`config.mk`:
```
export PLATFORM = sky130hd
export DESIGN_NAME = display_buffer_writer_flat
export DESIGN_NICKNAME = d
export VERILOG_FILES = /design/src/rtl/display_buffer_writer_pkg.sv /design/src/rtl/display_buffer_writer_if.sv /design/src/rtl/display_buffer_writer_rect_raster_counter.sv /design/src/rtl/display_buffer_writer.sv /design/src/flat_wrapper.sv
export SDC_FILE = /design/constraint.sdc
export NUM_CORES = 1
export LEC_CHECK = 0
export ABC_AREA = 1
export CAP_MARGIN = 5
export CORE_MARGIN = 2
export CORE_UTILIZATION = 52
export CTS_CLUSTER_DIAMETER = 60
export DETAILED_ROUTE_END_ITERATION = 10
export PLACE_DENSITY_LB_ADDON = 0.2
export SYNTH_ARGS = -nofsm -noshare
export SYNTH_HDL_FRONTEND = slang
export SYNTH_SLANG_ARGS = --single-unit
```
`constraint.sdc`:
```
create_clock -name clock -period 2.65 [get_ports clock]
set_clock_uncertainty 0.1 [all_clocks]
set_input_delay 0.53 -clock clock [delete_from_list [all_inputs] [get_ports clock]]
set_output_delay 0.53 -clock clock [all_outputs]
set_load 0.02 [all_outputs]
```
`src/rtl/display_buffer_writer_pkg.sv`:
```
// Shared display definitions: screen geometry, pixel/coordinate types,
// command opcodes and the writer's FSM encoding.
package display_buffer_writer_pkg;

  localparam int H_ACTIVE = 640;
  localparam int V_ACTIVE = 480;
  localparam int COORD_W  = 10;
  localparam int PIXEL_W  = 12;

  typedef logic [COORD_W-1:0] coord_t;
  typedef logic [PIXEL_W-1:0] pixel_t;

  // Codes 2 and 3 are deliberately unnamed; the engine treats them as NOP.
  typedef enum logic [1:0] {
    OP_FILL    = 2'd0,
    OP_PRESENT = 2'd1
  } cmd_op_t;

  typedef enum logic [1:0] {
    ST_IDLE        = 2'd0,
    ST_FILL        = 2'd1,
    ST_WAIT_VBLANK = 2'd2,
    ST_SWAP        = 2'd3
  } state_t;

  function automatic coord_t clamp_coord(input coord_t value, input coord_t limit);
    return (value > limit) ? limit : value;
  endfunction

endpackage

```
`src/rtl/display_buffer_writer_if.sv`:
```
// Command channel into the display buffer writer: valid/ready handshake
// carrying an opcode, an inclusive rectangle and a fill colour.
interface display_buffer_writer_if;
  import display_buffer_writer_pkg::*;

  logic    cmd_valid;
  logic    cmd_ready;
  cmd_op_t cmd_op;
  coord_t  cmd_x0;
  coord_t  cmd_y0;
  coord_t  cmd_x1;
  coord_t  cmd_y1;
  pixel_t  cmd_color;

  modport master (
    output cmd_valid,
    output cmd_op,
    output cmd_x0,
    output cmd_y0,
    output cmd_x1,
    output cmd_y1,
    output cmd_color,
    input  cmd_ready
  );

  modport slave (
    input  cmd_valid,
    input  cmd_op,
    input  cmd_x0,
    input  cmd_y0,
    input  cmd_x1,
    input  cmd_y1,
    input  cmd_color,
    output cmd_ready
  );

endinterface

```
`src/rtl/display_buffer_writer_rect_raster_counter.sv`:
```
// Row-major walker over an inclusive rectangle; x/y always name the pixel
// currently being written and hold their value when neither loaded nor advanced.
module rect_raster_counter
  import display_buffer_writer_pkg::*;
(
  input  logic   clock,
  input  logic   reset,
  input  logic   load,
  input  coord_t x0,
  input  coord_t x1,
  input  coord_t y0,
  input  coord_t y1,
  input  logic   advance,
  output coord_t x,
  output coord_t y,
  output logic   last
);

  coord_t x_reg;
  coord_t y_reg;
  coord_t x0_reg;
  coord_t x1_reg;
  coord_t y1_reg;

  always_ff @(posedge clock or posedge reset) begin
    if (reset) begin
      x_reg  <= '0;
      y_reg  <= '0;
      x0_reg <= '0;
      x1_reg <= '0;
      y1_reg <= '0;
    end else if (load) begin
      x_reg  <= x0;
      y_reg  <= y0;
      x0_reg <= x0;
      x1_reg <= x1;
      y1_reg <= y1;
    end else if (advance) begin
      // Row wrap happens in the same cycle as the last column, so no bubble.
      if (x_reg == x1_reg) begin
        x_reg <= x0_reg;
        y_reg <= y_reg + coord_t'(1);
      end else begin
        x_reg <= x_reg + coord_t'(1);
      end
    end
  end

  assign x    = x_reg;
  assign y    = y_reg;
  assign last = (x_reg == x1_reg) && (y_reg == y1_reg);

endmodule

```
`src/rtl/display_buffer_writer.sv`:
```
// Back-buffer render engine: rasterises rectangle fills at one pixel per
// cycle and issues a buffer-swap pulse on the next vertical-blank rising edge.
module display_buffer_writer
  import display_buffer_writer_pkg::*;
#(
  parameter int H_ACTIVE = display_buffer_writer_pkg::H_ACTIVE,
  parameter int V_ACTIVE = display_buffer_writer_pkg::V_ACTIVE
) (
  input  logic                   clock,
  input  logic                   reset,
  display_buffer_writer_if.slave cmd,
  input  logic                   vblank,
  output coord_t                 address_b_x,
  output coord_t                 address_b_y,
  output logic                   write_enable_b,
  output pixel_t                 write_data_b,
  output logic                   frame_complete,
  output logic                   busy
);

  localparam coord_t X_MAX = coord_t'(H_ACTIVE - 1);
  localparam coord_t Y_MAX = coord_t'(V_ACTIVE - 1);

  state_t state_reg;
  state_t state_next;
  logic   vblank_q_reg;
  logic   empty_reg;
  logic   empty_next;
  logic   write_enable_reg;
  logic   write_enable_next;
  pixel_t write_data_reg;
  pixel_t write_data_next;
  logic   frame_complete_reg;
  logic   frame_complete_next;

  logic   accept;
  logic   vblank_rise;
  logic   rect_empty;
  logic   raster_load;
  logic   raster_advance;
  logic   raster_last;
  coord_t raster_x;
  coord_t raster_y;
  coord_t x0_clamped;
  coord_t x1_clamped;
  coord_t y0_clamped;
  coord_t y1_clamped;

  assign x0_clamped  = clamp_coord(cmd.cmd_x0, X_MAX);
  assign x1_clamped  = clamp_coord(cmd.cmd_x1, X_MAX);
  assign y0_clamped  = clamp_coord(cmd.cmd_y0, Y_MAX);
  assign y1_clamped  = clamp_coord(cmd.cmd_y1, Y_MAX);
  assign rect_empty  = (x0_clamped > x1_clamped) || (y0_clamped > y1_clamped);

  assign cmd.cmd_ready = (state_reg == ST_IDLE);
  assign accept        = cmd.cmd_valid && (state_reg == ST_IDLE);
  // vblank_q is updated in every state, so a level already high at accept
  // cannot masquerade as a fresh edge.
  assign vblank_rise   = vblank && !vblank_q_reg;

  rect_raster_counter u_raster (
    .clock   (clock),
    .reset   (reset),
    .load    (raster_load),
    .x0      (x0_clamped),
    .x1      (x1_clamped),
    .y0      (y0_clamped),
    .y1      (y1_clamped),
    .advance (raster_advance),
    .x       (raster_x),
    .y       (raster_y),
    .last    (raster_last)
  );

  always_ff @(posedge clock or posedge reset) begin
    if (reset) begin
      state_reg <= ST_IDLE;
    end else begin
      state_reg <= state_next;
    end
  end

  always_comb begin
    state_next = state_reg;
    case (state_reg)
      ST_IDLE: begin
        if (accept) begin
          case (cmd.cmd_op)
            OP_FILL:    state_next = ST_FILL;
            OP_PRESENT: state_next = ST_WAIT_VBLANK;
            default:    state_next = ST_IDLE;
          endcase
        end
      end
      ST_FILL: begin
        if (empty_reg || raster_last) begin
          state_next = ST_IDLE;
        end
      end
      ST_WAIT_VBLANK: begin
        if (vblank_rise) begin
          state_next = ST_SWAP;
        end
      end
      ST_SWAP: state_next = ST_IDLE;
      default: state_next = ST_IDLE;
    endcase
  end

  // Computes next values of the registered outputs plus raster controls.
  always_comb begin
    raster_load         = 1'b0;
    raster_advance      = 1'b0;
    empty_next          = empty_reg;
    write_enable_next   = 1'b0;
    write_data_next     = write_data_reg;
    frame_complete_next = 1'b0;
    case (state_reg)
      ST_IDLE: begin
        if (accept && (cmd.cmd_op == OP_FILL)) begin
          empty_next      = rect_empty;
          write_data_next = cmd.cmd_color;
          if (!rect_empty) begin
            raster_load       = 1'b1;
            write_enable_next = 1'b1;
          end
        end
      end
      ST_FILL: begin
        if (!(empty_reg || raster_last)) begin
          raster_advance    = 1'b1;
          write_enable_next = 1'b1;
        end
      end
      ST_WAIT_VBLANK: begin
        frame_complete_next = vblank_rise;
      end
      default: begin
      end
    endcase
  end

  always_ff @(posedge clock or posedge reset) begin
    if (reset) begin
      vblank_q_reg       <= 1'b0;
      empty_reg          <= 1'b0;
      write_enable_reg   <= 1'b0;
      write_data_reg     <= '0;
      frame_complete_reg <= 1'b0;
    end else begin
      vblank_q_reg       <= vblank;
      empty_reg          <= empty_next;
      write_enable_reg   <= write_enable_next;
      write_data_reg     <= write_data_next;
      frame_complete_reg <= frame_complete_next;
    end
  end

  assign address_b_x    = raster_x;
  assign address_b_y    = raster_y;
  assign write_enable_b = write_enable_reg;
  assign write_data_b   = write_data_reg;
  assign frame_complete = frame_complete_reg;
  assign busy           = (state_reg != ST_IDLE);

endmodule
```
`src/flat_wrapper.sv`:
```
// flat-port wrapper written by rule: the top's interface ports become plain ports
module display_buffer_writer_flat import display_buffer_writer_pkg::*;
#(
  parameter int H_ACTIVE = display_buffer_writer_pkg::H_ACTIVE,
  parameter int V_ACTIVE = display_buffer_writer_pkg::V_ACTIVE
)
  (clock, reset, vblank, address_b_x, address_b_y, write_enable_b, write_data_b, frame_complete, busy, cmd_cmd_valid, cmd_cmd_op, cmd_cmd_x0, cmd_cmd_y0, cmd_cmd_x1, cmd_cmd_y1, cmd_cmd_color, cmd_cmd_ready);
  display_buffer_writer_if cmd_i ();
  input  logic clock;
  input  logic reset;
  input  logic vblank;
  output coord_t address_b_x;
  output coord_t address_b_y;
  output logic write_enable_b;
  output pixel_t write_data_b;
  output logic frame_complete;
  output logic busy;
  input wire logic [$bits(cmd_i.cmd_valid)-1:0] cmd_cmd_valid;
  input wire logic [$bits(cmd_i.cmd_op)-1:0] cmd_cmd_op;
  input wire logic [$bits(cmd_i.cmd_x0)-1:0] cmd_cmd_x0;
  input wire logic [$bits(cmd_i.cmd_y0)-1:0] cmd_cmd_y0;
  input wire logic [$bits(cmd_i.cmd_x1)-1:0] cmd_cmd_x1;
  input wire logic [$bits(cmd_i.cmd_y1)-1:0] cmd_cmd_y1;
  input wire logic [$bits(cmd_i.cmd_color)-1:0] cmd_cmd_color;
  output wire logic [$bits(cmd_i.cmd_ready)-1:0] cmd_cmd_ready;
  assign cmd_i.cmd_valid = cmd_cmd_valid;
  assign cmd_i.cmd_op = cmd_cmd_op;
  assign cmd_i.cmd_x0 = cmd_cmd_x0;
  assign cmd_i.cmd_y0 = cmd_cmd_y0;
  assign cmd_i.cmd_x1 = cmd_cmd_x1;
  assign cmd_i.cmd_y1 = cmd_cmd_y1;
  assign cmd_i.cmd_color = cmd_cmd_color;
  assign cmd_cmd_ready = cmd_i.cmd_ready;
  display_buffer_writer #(.H_ACTIVE(H_ACTIVE), .V_ACTIVE(V_ACTIVE)) u_core (.clock(clock), .reset(reset), .cmd(cmd_i), .vblank(vblank), .address_b_x(address_b_x), .address_b_y(address_b_y), .write_enable_b(write_enable_b), .write_data_b(write_data_b), .frame_complete(frame_complete), .busy(busy));
endmodule
```
======== After elaboration in Yosys (flattened, before gate mapping) ========
Cells that the tools add are included.
word-level totals
  register bits after elaboration ......... 68
  logic and storage cells ................. 65
operators by class
  add/subtract/negate cells ............... 2
  magnitude comparators ................... 6
  equal/unequal tests ..................... 9
  mux-type cells .......................... 22
  reduce and logical (&&, ||, !) cells .... 15
operators with widths
  kind                                                 number
  two-way mux 10 bit                                   10
  adder 10 x 1 -> 10 bit, second input constant        2
  == test 10 bit                                       2
  > comparator 10 bit                                  2
  > comparator 10 bit, second input constant           2
  > comparator 10 x 9 -> 1 bit, second input constant  2
  case mux 2 bit (4 select lines)                      1
  two-way mux 1 bit                                    6
  two-way mux 2 bit                                    3
  != test 2 x 1 -> 1 bit, second input constant        3
  nonzero test 2 bit                                   3
  == test 2 x 1 -> 1 bit, second input constant        2
  == test 2 bit, second input constant                 2
  logical AND 1 bit                                    4
  zero test 2 bit                                      2
  case mux 2 bit (2 select lines)                      1
  AND reduction 2 bit                                  2
  AND reduction 3 bit                                  1
  logical OR 1 bit                                     2
  case mux 1 bit (2 select lines)                      1
  zero test 1 bit                                      1

======== Depth between registers and ports, before layout ========
  depth after elaboration ................. 9
  gate-level depth with buffers ........... 19

======== Hierarchy ========
From an unflattened synthesis, not the netlist that was laid out.
second synthesis, totals
  cells, all modules ...................... 630
  area, all modules ....................... 4495.6 µm²
modules (own cells, without submodules)
  module                 instances  cells an instance  area an instance (µm²)  seq. area each (µm²)
  rect_raster_counter    1          397                2882.8                  1251.2
  display_buffer_writer  1          233                1612.8                  450.4

======== Worst setup path after synthesis ========
No wires, ideal clock.
  path kind ............................... input to register
  from .................................... input cmd_cmd_x0[7]
  to ...................................... register u_core.u_raster.x_reg[4], in the netlist u_core.u_raster.x[4]
  setup time .............................. 0.123 ns
  arrival time ............................ 2.422 ns
  data required time ...................... 2.427 ns
  path slack .............................. 0.005 ns
  cell stages on the path ................. 16
  path buffers ............................ 2
  path through ............................ o21ai_0 > inv_1 > or2_2 > ha_1 > nand2_1 > inv_1 > nand2_1 > nand2_1 > nand2_1 > nand3_1 > nand2_1 > nand3_4 > buf_6 > buf_4 > nand3_1 > nand3_2
on the way
  cells in the longest elaborated chain, start to end .. 8
ends and longest elaborated chain
  item                                                      line                                             RTL
  start, declared                                           flat_wrapper.sv:20                               input wire logic [$bits(cmd_i.cmd_x0)-1:0] cmd_cmd_x0;
  > comparator 10 bit (*)                                   display_buffer_writer_pkg.sv:27                  return (value > limit) ? limit : value;
  two-way mux 10 bit (*)                                    display_buffer_writer_pkg.sv:27
  net u_core.u_raster.x0[5]                                 display_buffer_writer_rect_raster_counter.sv:9   input coord_t x0,
  > comparator 10 bit (*)                                   display_buffer_writer.sv:53                      assign rect_empty = (x0_clamped > x1_clamped) || (y0_clamped > y1_clamped);
  logical OR 1 bit (*)                                      display_buffer_writer.sv:53
  two-way mux 1 bit (*)                                     display_buffer_writer.sv:123                     if (!rect_empty) begin
  two-way mux 1 bit (*)                                     display_buffer_writer.sv:120                     if (accept && (cmd.cmd_op == OP_FILL)) begin
  two-way mux 1 bit (*)                                     display_buffer_writer.sv:118                     case (state_reg)
  two-way mux 10 bit or nonzero test 2 bit (tied branches)  n/a
  end signal, assigned                                      display_buffer_writer_rect_raster_counter.sv:41  x_reg <= x0_reg;
  end signal, assigned                                      display_buffer_writer_rect_raster_counter.sv:44  x_reg <= x_reg + coord_t'(1);
  end, declared                                             display_buffer_writer_rect_raster_counter.sv:19  coord_t x_reg;
The timed path passes the listed nets; every way through them passes the cells marked *.
A chain may end at the register's enable or synchronous reset.

======== Final worst setup path ========
  from .................................... input cmd_cmd_y1[5]
  to ...................................... register u_core.u_raster.y_reg[8], in the netlist u_core.u_raster.y[8]
on the way
  cells in the longest elaborated chain, start to end .. 9
ends and longest elaborated chain
  item                           line                                             RTL
  start, declared                flat_wrapper.sv:23                               input wire logic [$bits(cmd_i.cmd_y1)-1:0] cmd_cmd_y1;
  > comparator 10 x 9 -> 1 bit   display_buffer_writer_pkg.sv:27
  two-way mux 10 bit (*)         display_buffer_writer_pkg.sv:27
  > comparator 10 bit (*)        display_buffer_writer.sv:53
  logical OR 1 bit (*)           display_buffer_writer.sv:53
  two-way mux 1 bit (*)          display_buffer_writer.sv:123
  two-way mux 1 bit (*)          display_buffer_writer.sv:120
  two-way mux 1 bit (*)          display_buffer_writer.sv:118
  nonzero test 2 bit (no line)   n/a
  AND reduction 2 bit (no line)  n/a
  end signal, assigned           display_buffer_writer_rect_raster_counter.sv:34  y_reg <= y0;
  end signal, assigned           display_buffer_writer_rect_raster_counter.sv:42  y_reg <= y_reg + coord_t'(1);
  end, declared                  display_buffer_writer_rect_raster_counter.sv:20  coord_t y_reg;
Mark *: on every way between the ends. The rest lies on a longest branch, timed or not.

==> results.cfg <==
[logic_synthesis]
ys_ff_latch = 68
synth_fp_nets = 686
ys_top_cells_by_count = nand2_1 (229), dfrtp_1 (68), inv_1 (58), nor2_1 (41), o21ai_0 (33)
synth_cell_types = 38
yosysMostFrequentCell = nand2_1
async_flop_share = 1.000
yosys.area.top_type_share = 0.3795
postSynthCellCount = 606
yosys_warnings = 0
netlist_area_mm2 = 0.004484
synth.avg_cell_area_um2 = 7.400
synth.area.top_cells = dfrtp_1 (38%), nand2_1 (19%), ha_1 (6.1%)
yosysSeqAreaShare = 0.3795
ys.flop_type = dfrtp_1
yosysTopAreaCell = dfrtp_1
synth_enable_flop_cells = 0

[grt]
grtUsageTotal = 0.2891
grt_first_pass_wirelength_um = 22250
grt_pass1_vias = 4870
met3_usage = 0.05419
grt.busiest_layer = met2
grt.overflow.total = 0
antenna_found_initial = 0
grt_max_degree = 69
met2_usage = 0.5118
met1_usage = 0.3332

[finish]
layout.nets = 841
syn_to_final_growth_pct = 50.42
antenna_cells = 0
drive_above_1_share = 0.2810
largest_register_ffs = 12
fin_area_mm2 = 0.006745
utilization = 0.8128
num-fill-cells = 487

[job]
drv_cap = 0

[floorplan]
die_w_um = 96.87
io_pins = 94
start_util = 0.5403
die_area_mm2 = 0.009383
core-area_mm2 = 0.008299
rows = 33
die_h_um = 96.87

[run_status]
status = finished, final reports clean

[worst_setup_path]
critPathCaptureType = flip-flop
cp-start-kind = input port
crit_start = cmd_cmd_y1[5]
crit_required_ns = 2.80
crit_fanout = 8
reg2reg_from = u_core.u_raster.x[0]
critPathArrivalTime_ns = 2.76
criticalPathCategory = input port to flip-flop
worst-r2r-setup-slack_ns = 0.61

[route]
drt_wl_total_um = 15060
drc_errors = 0
avgRoutedWirePerCell_um = 17.31
viasPerCell = 5.683
drtIter0Drc = 415
via_count = 4944
drtAntennaViolNets = 0
first_pass_iters = 6

[clock_tree]
cts_num_sinks = 68
cts_max_path_buffers = 2
clkLatencyLatePin_ns = 0.36
clk_pin_slew_ns = 0.07
cts-root-buf = clkbuf_8
cts_buffers = 9
cts_tree = built
htree_levels = 3

[power]
leakage_nw = 3.316
finalPower_mw = 5.838
powerDensity_mw_per_mm2 = 865.5
ir_drop_uv = 610.3

[placement]
io_buffers = 93
globalplace.congestion = 0.9167
dpl_cell_area_mm2 = 0.005841
place_hpwl_um = 8984
pre_cts_slack_ns = -0.7876

[sta]
slew_viol_final = 0
fin_ws_ns = 0.03705
hold_violations = 0
tightest_slew_ns = 0.5987
finalSetupViolations = 0
fin_crit_ns = 2.613
max_freq_ghz = 0.3827
min_period_over_period = 0.9860
timing.hold.ws_ns = 0.3356
relSlewSlack = 0.5986

[min_path]
min-delay-start = u_core.vblank_q_reg
hp-class = flip-flop to flip-flop
## final timing paths
check                                       endpoint  depth (start not counted)
max                             u_core.u_raster.y[8]                         21
max reg2reg                     u_core.u_raster.x[5]                          9
min in group asynchronous        u_core.vblank_q_reg                          3
min                            u_core.frame_complete                          1
max in group asynchronous  u_core.u_raster.y1_reg[5]                          3
min reg2reg                    u_core.frame_complete                          1
## logic make-up (layout without fill, tap and decap cells)
| logic type | after synthesis | in the layout | share of synthesized area |
|---|---|---|---|
| adder cells (fa/ha/maj) | 22 | 22 | 0.06138 |
| XOR/XNOR | 18 | 18 | 0.03516 |
| AND/OR/NAND/NOR | 364 | 364 | 0.3789 |
| AO/OA/AOI/OAI | 48 | 48 | 0.06027 |
| flip-flops | 68 | 68 | 0.3795 |
| other | 2 | 2 | 0.001675 |
| buffers and inverters | 84 | 243 | 0.08314 |
## power breakdown
group	total, mW	switching, mW	internal (mW)
Combinational	2.97	1.66	1.31
Sequential	2.00	0.512	1.49
Clock	0.866	0.410	0.456
Total	5.84	2.59	3.25
## timing repair
item | 4_1_cts | 5_1_grt
hold buffers | 0 | 0
gates resized for setup | 98 | 57
cloned | 2 | 2
setup buffers | 10 | 6
pin swaps | 25 | 29
setup endpoints to repair | 52 | 51
## per-layer routing
| layer | part of all wire | vias up |
|---|---|---|
| met5 | 0 | - |
| met2 | 0.51 | 318 |
| met4 | 0.055 | 0 |
| met1 | 0.36 | 2306 |
| li1 | - | 2218 |
| met3 | 0.076 | 102 |
## layout make-up
cell class | instances | area, um^2 | share of cell area
multi-input cells | 454 | 2854 | 0.4231
clock inverters | 2 | 35.03 | 0.005194
repair buffers | 160 | 1607 | 0.2382
well taps | 105 | 131.4 | 0.01948
inverters | 68 | 267.8 | 0.03970
flip-flops and latches | 68 | 1702 | 0.2523
clock buffers | 13 | 148.9 | 0.02207
## cell usage in the layout (no fill, tap or decap), types with 11 or more instances in the layout
cell type | netlist | final
nand4_1 | 16 | 16
ha_4 | 0 | 11
nand2_2 | 9 | 23
nand3_1 | 29 | 26
nor2_2 | 2 | 11
nand2_4 | 4 | 13
dfrtp_1 | 68 | 68
nand3_2 | 8 | 11
nor2_1 | 41 | 18
nor2_4 | 4 | 18
clkdlybuf4s50_1 | 0 | 77
nand2_1 | 229 | 206
inv_1 | 58 | 47
o21ai_0 | 33 | 24
buf_4 | 4 | 50
inv_2 | 9 | 17
## critical path, cell delays in order
cell             delay [ns]
clkdlybuf4s15_1        0.19
nand4_1                0.12
inv_2                  0.05
nor2_4                 0.13
clkinv_4               0.16
nor2_4                 0.17
ha_4                   0.22
nand2_4                0.06
inv_1                  0.04
nand2_1                0.07
nand2_1                0.06
nand2_1                0.08
nand3_2                0.10
nand2_4                0.10
nand3_4                0.12
buf_12                 0.18
buf_12                 0.14
nand2_4                0.05
nand2_2                0.05
nand2_1                0.08
nand2_1                0.05
## stage by stage
stage / TNS (ns) / instances
global route: -1.357 / 870
floorplan: 0 / 606
global placement: -29.29 / 836
CTS: 0 / 863
finish: 0 / 870
detailed placement: -31.54 / 836
Note: power is estimated with default switching activity, not from simulation.
